**config.mk**
```make
export PLATFORM = sky130hd
export DESIGN_NAME = pipelined_adder
export DESIGN_NICKNAME = d
export VERILOG_FILES = /design/src/rtl/pipelined_adder.sv
export SDC_FILE = /design/constraint.sdc
export NUM_CORES = 1
export LEC_CHECK = 0
export CAP_MARGIN = 10
export CORE_ASPECT_RATIO = 0.7
export CORE_MARGIN = 2
export CORE_UTILIZATION = 58
export CTS_CLUSTER_DIAMETER = 150
export DETAILED_ROUTE_END_ITERATION = 8
export GPL_TIMING_DRIVEN = 0
export PLACE_DENSITY_LB_ADDON = 0.12
export SLEW_MARGIN = 20
export SYNTH_ARGS = -nofsm -noshare
export SYNTH_HDL_FRONTEND = slang
export SYNTH_SLANG_ARGS = --single-unit
export TNS_END_PERCENT = 10
```
**constraint.sdc**
```tcl
create_clock -name clk -period 3.6 [get_ports clk]
set_input_delay 0.36 -clock clk [delete_from_list [all_inputs] [get_ports clk]]
set_output_delay 0.36 -clock clk [all_outputs]
set_load 0.05 [all_outputs]
```
**src/rtl/pipelined_adder.sv**
```systemverilog
// rtl/pipelined_adder.sv - chunked ripple-carry adder, one CHUNK per stage, valid/ready handshake
// Each stage adds its chunk and forwards the remaining operand bits plus the finished low sum bits.
module pipelined_adder #(
  parameter int WIDTH = 32,
  parameter int CHUNK = 8
) (
  input  logic             clk,
  input  logic             rst,
  input  logic             in_valid,
  output logic             in_ready,
  input  logic [WIDTH-1:0] a,
  input  logic [WIDTH-1:0] b,
  input  logic             cin,
  output logic             out_valid,
  input  logic             out_ready,
  output logic [WIDTH-1:0] sum,
  output logic             cout,
  output logic             ovf
);
  localparam int L = WIDTH / CHUNK;

  if (CHUNK < 1 || WIDTH % CHUNK != 0) begin : g_bad_params
    $error("pipelined_adder: WIDTH must be a positive integer multiple of CHUNK");
  end

  logic advance;
  logic last_valid;

  assign out_valid = last_valid && !rst;
  assign advance   = !out_valid || out_ready;
  assign in_ready  = advance;

  for (genvar k = 0; k < L; k++) begin : g_st
    localparam int DONE = k * CHUNK;
    localparam int TODO = WIDTH - DONE;

    logic [TODO-1:0]       op_a;
    logic [TODO-1:0]       op_b;
    logic                  carry_in;
    logic                  valid_in;
    logic [CHUNK:0]        part;
    logic [DONE+CHUNK-1:0] s_d;
    logic [DONE+CHUNK-1:0] s_q;
    logic                  c_q;
    logic                  v_q;

    if (k == 0) begin : g_head
      assign op_a     = a;
      assign op_b     = b;
      assign carry_in = cin;
      assign valid_in = in_valid;
      assign s_d      = part[CHUNK-1:0];
    end else begin : g_body
      assign op_a     = g_st[k-1].g_fwd.ra_q;
      assign op_b     = g_st[k-1].g_fwd.rb_q;
      assign carry_in = g_st[k-1].c_q;
      assign valid_in = g_st[k-1].v_q;
      assign s_d      = {part[CHUNK-1:0], g_st[k-1].s_q};
    end

    assign part = {1'b0, op_a[CHUNK-1:0]} + {1'b0, op_b[CHUNK-1:0]} + {{CHUNK{1'b0}}, carry_in};

    // Data registers only load with a real transaction, so outputs keep their last value across bubbles.
    always_ff @(posedge clk) begin
      if (rst) begin
        v_q <= 1'b0;
        c_q <= 1'b0;
        s_q <= '0;
      end else if (advance) begin
        v_q <= valid_in;
        if (valid_in) begin
          c_q <= part[CHUNK];
          s_q <= s_d;
        end
      end
    end

    if (k < L - 1) begin : g_fwd
      logic [TODO-CHUNK-1:0] ra_q;
      logic [TODO-CHUNK-1:0] rb_q;

      always_ff @(posedge clk) begin
        if (advance && valid_in) begin
          ra_q <= op_a[TODO-1:CHUNK];
          rb_q <= op_b[TODO-1:CHUNK];
        end
      end
    end else begin : g_tail
      logic ovf_q;

      // Carry into the MSB is recovered as a^b^sum at that bit, then xored with the carry out.
      always_ff @(posedge clk) begin
        if (rst) begin
          ovf_q <= 1'b0;
        end else if (advance && valid_in) begin
          ovf_q <= op_a[CHUNK-1] ^ op_b[CHUNK-1] ^ part[CHUNK-1] ^ part[CHUNK];
        end
      end
    end
  end

  assign last_valid = g_st[L-1].v_q;
  assign sum        = g_st[L-1].s_q;
  assign cout       = g_st[L-1].c_q;
  assign ovf        = g_st[L-1].g_tail.ovf_q;

endmodule

```
### After elaboration in Yosys (flattened, before gate mapping)

Index checks and enable logic that the tools add are counted.
W data, S select, Z words.

| operators by class | value |
|---|---|
| add/subtract/negate cells | 8 |
| bitwise logic cells | 3 |
| reduce and logical (&&, ||, !) cells | 12 |

Operator list:

| cell | count |
|---|---|
| $add A8 B8 Y9 | 4 |
| $add A9 B1 Y9 | 4 |
| $reduce_and A2 Y1 | 4 |
| $logic_and A1 B1 Y1 | 5 |
| $xor A1 B1 Y1 | 3 |
| $logic_not A1 Y1 | 2 |
| $logic_or A1 B1 Y1 | 1 |

| storage, ports and cells | value |
|---|---|
| register bits | 185 |
| logic and storage cells | 42 |
| input port bits | 69 |

### Longest topological paths before layout

| logic depth | value |
|---|---|
| depth after elaboration | 5 |
| mapped depth | 8 |
| gate-level depth less buffers | 7 |

### Least setup slack after synthesis

Ideal clock, no wire load.

| path | value |
|---|---|
| kind | input-to-reg |
| start point | input rst |
| end point | register g_st[0].s_q[7] |
| path slack | 1.280 ns |
| data arrival time | 2.201 ns |
| buffers on the path | 0 |
| stages on the path | 7 |
| setup time | 0.120 ns |
| path through | nor2b_2 > and2b_4 > inv_4 > nand2_4 > inv_2 > and3_1 > a211o_1 |

| between the ends | value |
|---|---|
| longest elaborated chain between the ends | 5 |

Ends and longest elaborated chain:

| what | line | RTL |
|---|---|---|
| start, declared | 8 | `input logic rst,` |
| $logic_not A1 Y1 | 29 | `assign out_valid = last_valid && !rst;` |
| $logic_and A1 B1 Y1 | 29 |  |
| $logic_not A1 Y1 | 30 | `assign advance = !out_valid \|\| out_ready;` |
| $logic_or A1 B1 Y1 | 30 |  |
| via in_ready | 10 | `output logic in_ready,` |
| $reduce_and A2 Y1 (no source line) | n/a |  |
| end signal, assigned | 68 | `s_q <= '0;` |
| end signal, assigned | 73 | `s_q <= s_d;` |
| end, declared | 43 | `logic [DONE+CHUNK-1:0] s_q;` |

The timed path passes the listed nets, and every way through them passes these cells.
A chain may end at the register's enable or synchronous reset.

### Worst setup path in the final report

| path | value |
|---|---|
| start point | input rst |
| end point | register g_st[0].s_q[7] |

| between the ends | value |
|---|---|
| longest elaborated chain between the ends | 5 |

Ends and longest elaborated chain:

| what | line |
|---|---|
| $logic_not A1 Y1 | 29 |
| $logic_and A1 B1 Y1 | 29 |
| $logic_not A1 Y1 | 30 |
| $logic_or A1 B1 Y1 | 30 |
| $reduce_and A2 Y1 (no source line) | n/a |

Several ways; a longest one is shown, not always the timed one.

==> flow_summary.yaml <==
route:
  avgRoutedWirePerCell_um: 16.80
  drt_iter0_markers: 393
  num_vias: 5248
  antenna_left: 0
  drt-total-wl_mm: 15.53
  drc: 0
  first_pass_iters: 5
  vias_per_cell: 5.680
grt:
  grt-ovfl-total: 0
  track_usage_pct: 23.52
  grt_pass1_vias: 5124
  grt_pass1_wl_mm: 25.13
  antenna_found_initial: 0
  grt_start_max_net_pins: 56
setup_path:
  crit_required_ps: 3920
  cp_slowest_stage_delay_ps: 730
  worstReg2RegStart: "g_st[3].v_q"
  worstSetupPathType: "in -> reg"
  worst_r2r_endpoint: "g_st[0].s_q[7]"
  arrival_ps: 3000
  path_cells: "clkdlybuf4s50_1 -> nor2b_2 -> and2b_4 -> inv_4 -> nand2_4 -> clkinv_2 -> and3_1 -> a211o_1"
  setup.worst_path.end_class: "register"
  slowest_stage: "clkinv_2"
  cp_max_fo: 55
  rrSetupSlack_ps: 1010
  cp-start-kind: "primary input"
  rr_worst_depth: 7
flow_run:
  maxCapViolations: 0
clock_tree:
  cts_num_sinks: 185
  root_buffer: "clkbuf_16"
  cts_tree: "done"
  insertion_delay_ps: 430
  clock_path_buffers: 2
  post_cts_buffers: 0
  htreeDepth: 4
  cts.repair.resized: 0
  path_clk_slew_ps: 70
  hold_buffers: 0
  cts_inserted_buffers: 17
logic_synthesis:
  synth_area_per_cell_um2: 11.67
  syn_nets: 731
  synth_cell_types: 44
  synth-seq-cells: 185
  syn-cell-area_um2: 7308
  synth_seq_area_share_pct: 63.82
  yosys_warnings: 0
  netlist_instances: 626
die:
  dieArea_um2: 13530
  pin_count: 105
  core_um2: 12380
  rows: 34
  die_y_um: 97.92
  fp.dieW_um: 138.2
  initial_core_util_pct: 59.04
sta:
  worst_pin_slew_ps: 950.8
  fin_setup_tns_ps: 0
  period_needed_ps: 2689
  setup_viol: 0
  finClkSkew_ps: 13.75
  relSlewSlack_pct: 36.61
  fin_ws_ps: 911.3
  rsz0062_at_grt: "no"
  slew_viol_final: 0
  hold_viol: 0
  max_freq_mhz: 371.9
  timing.final.crit_share_pct: 74.69
layout:
  nNetsFinal: 854
  nFillCells: 803
  drive_above_1_share_pct: 8.268
  layout_commonest_cell: "nand2_1"
  antenna_cells: 0
  layout_common_cells: "nand2_1, clkdlybuf4s50_1, edfxtp_1, dfxtp_1, a21oi_1"
  synthToLayoutAreaGrowth_pct: 25.27
hold_path:
  worstHoldStart: "g_st[0].g_fwd.ra_q[13]"
  worstHoldPathCells: 0
  hold_path.class: "reg -> reg"
  hold_end: "g_st[1].g_fwd.ra_q[5]"
placement:
  place_hpwl_mm: 10.75
  place_ws_ps: 808.1
  finalWeightedCongestion: 0.8346
  io_buffers: 104
status:
  status: "finished, final reports clean"
power:
  powerDensity_nw_per_um2: 501.9
  p_leak_nw: 3.338
  vdd_drop_max_uv: 376.9
-- where the power goes --
group          leakage, nW  internal [mW]  switching, mW
Sequential            1.64           2.31         0.0352
Clock                0.291          0.996          0.860
Combinational         1.41          0.177          0.219
Total                 3.34           3.48           1.11
-- worst max-delay path by stage --
stage                          startpoint                    end  slack, ps  depth (start not counted)
floorplan                             rst         g_st[0].s_q[7]       1280                          7
global placement                      rst  g_st[1].g_fwd.ra_q[6]        870                          7
detailed placement                    rst  g_st[1].g_fwd.rb_q[6]        810                          7
CTS                 g_st[2].g_fwd.ra_q[0]                    ovf       1090                          7
global route                          rst         g_st[0].s_q[7]        760                          8
finish                                rst         g_st[0].s_q[7]        910                          8
-- cell families (layout without fill, tap and decap cells) --
family / after synthesis / after routing / share of synthesized area (%)
simple gates: 207 / 207 / 12.52
flops: 185 / 185 / 63.82
compound gates: 151 / 151 / 12.82
fa+ha+maj: 36 / 36 / 6.985
buf+inv: 36 / 172 / 2.448
xor+xnor: 6 / 6 / 0.7190
mux: 5 / 5 / 0.6848
-- area by class of cell --
cell class	count	area, µm²	share of cell area [%]
Sequential cell	185	4664	50.95
Multi-Input combinational cell	405	2465	26.92
Timing Repair Buffer	104	1041	11.37
Clock buffer	17	425.4	4.647
Tap cell	162	202.7	2.214
Clock inverter	15	176.4	1.927
Buffer	28	146.4	1.599
Inverter	8	33.78	0.3690
-- critical path: cells and delay by family --
kind / cells / cell delay (ps)
simple gates: 4 / 1030
compound gates: 1 / 290
buf+inv: 3 / 1300
-- stage by stage --
stage | cells | hold slack (ps) | power, mW | util, % | cell area (µm²)
after floorplan | 626 | 400.3 | 2.614 | - | 7308
after global placement | 892 | 403.0 | 2.760 | 69.08 | 8552
after detailed placement | 892 | 404.5 | 2.780 | 69.08 | 8552
after CTS | 924 | 420.3 | 4.612 | 73.94 | 9154
after global routing | 924 | 415.9 | 4.749 | 73.95 | 9155
final | 924 | 419.4 | 4.595 | 73.95 | 9155
-- metal layers --
metal / global-route usage, % / share of wire, %
met5: 0 / 0
met3: 4.414 / 5.0
met2: 39.26 / 49
met1: 31.32 / 45
met4: 8.320 / 1.5
-- registers in the layout, indices dropped and copies added (netlist names) --
name and cells:
g_st.c_q 3, g_st.s_q 48, cout 1, ovf 1, g_st.g_fwd.ra_q 48, sum 32
g_st.g_fwd.rb_q 48, g_st.v_q 4
-- cell usage after synthesis, drive strengths merged --
| master | count | area share [%] |
|---|---|---|
| inv | 8 | 0.45 |
| a22o | 3 | 0.36 |
| clkbuf | 7 | 0.36 |
| nor4 | 3 | 0.26 |
| a31oi | 3 | 0.26 |
| a211o | 8 | 0.96 |
| o211ai | 6 | 0.62 |
| nor2 | 23 | 1.2 |
| a21o | 11 | 1.1 |
| nand2 | 136 | 7.2 |
| ha | 28 | 4.8 |
| xor2 | 1 | 0.12 |
| a211oi | 15 | 1.7 |
| or3 | 2 | 0.17 |
| dfxtp | 89 | 24 |
| o21ai | 16 | 1.1 |
| and2b | 1 | 0.14 |
| o21bai | 5 | 0.51 |
| o31ai | 1 | 0.10 |
| fa | 8 | 2.2 |
| or4 | 3 | 0.31 |
| and3 | 6 | 0.51 |
| nor4b | 7 | 0.84 |
| o21a | 3 | 0.31 |
| a21oi | 75 | 5.1 |
| a31o | 2 | 0.24 |
| nor2b | 1 | 0.12 |
| xnor2 | 5 | 0.60 |
| mux2i | 5 | 0.68 |
| edfxtp | 96 | 39 |
| o41ai | 3 | 0.36 |
| nor3 | 6 | 0.41 |
| nand4 | 3 | 0.26 |
| nand3 | 12 | 0.82 |
| buf | 21 | 1.6 |
| and2 | 4 | 0.34 |
Power figures use the tool's default switching activity.
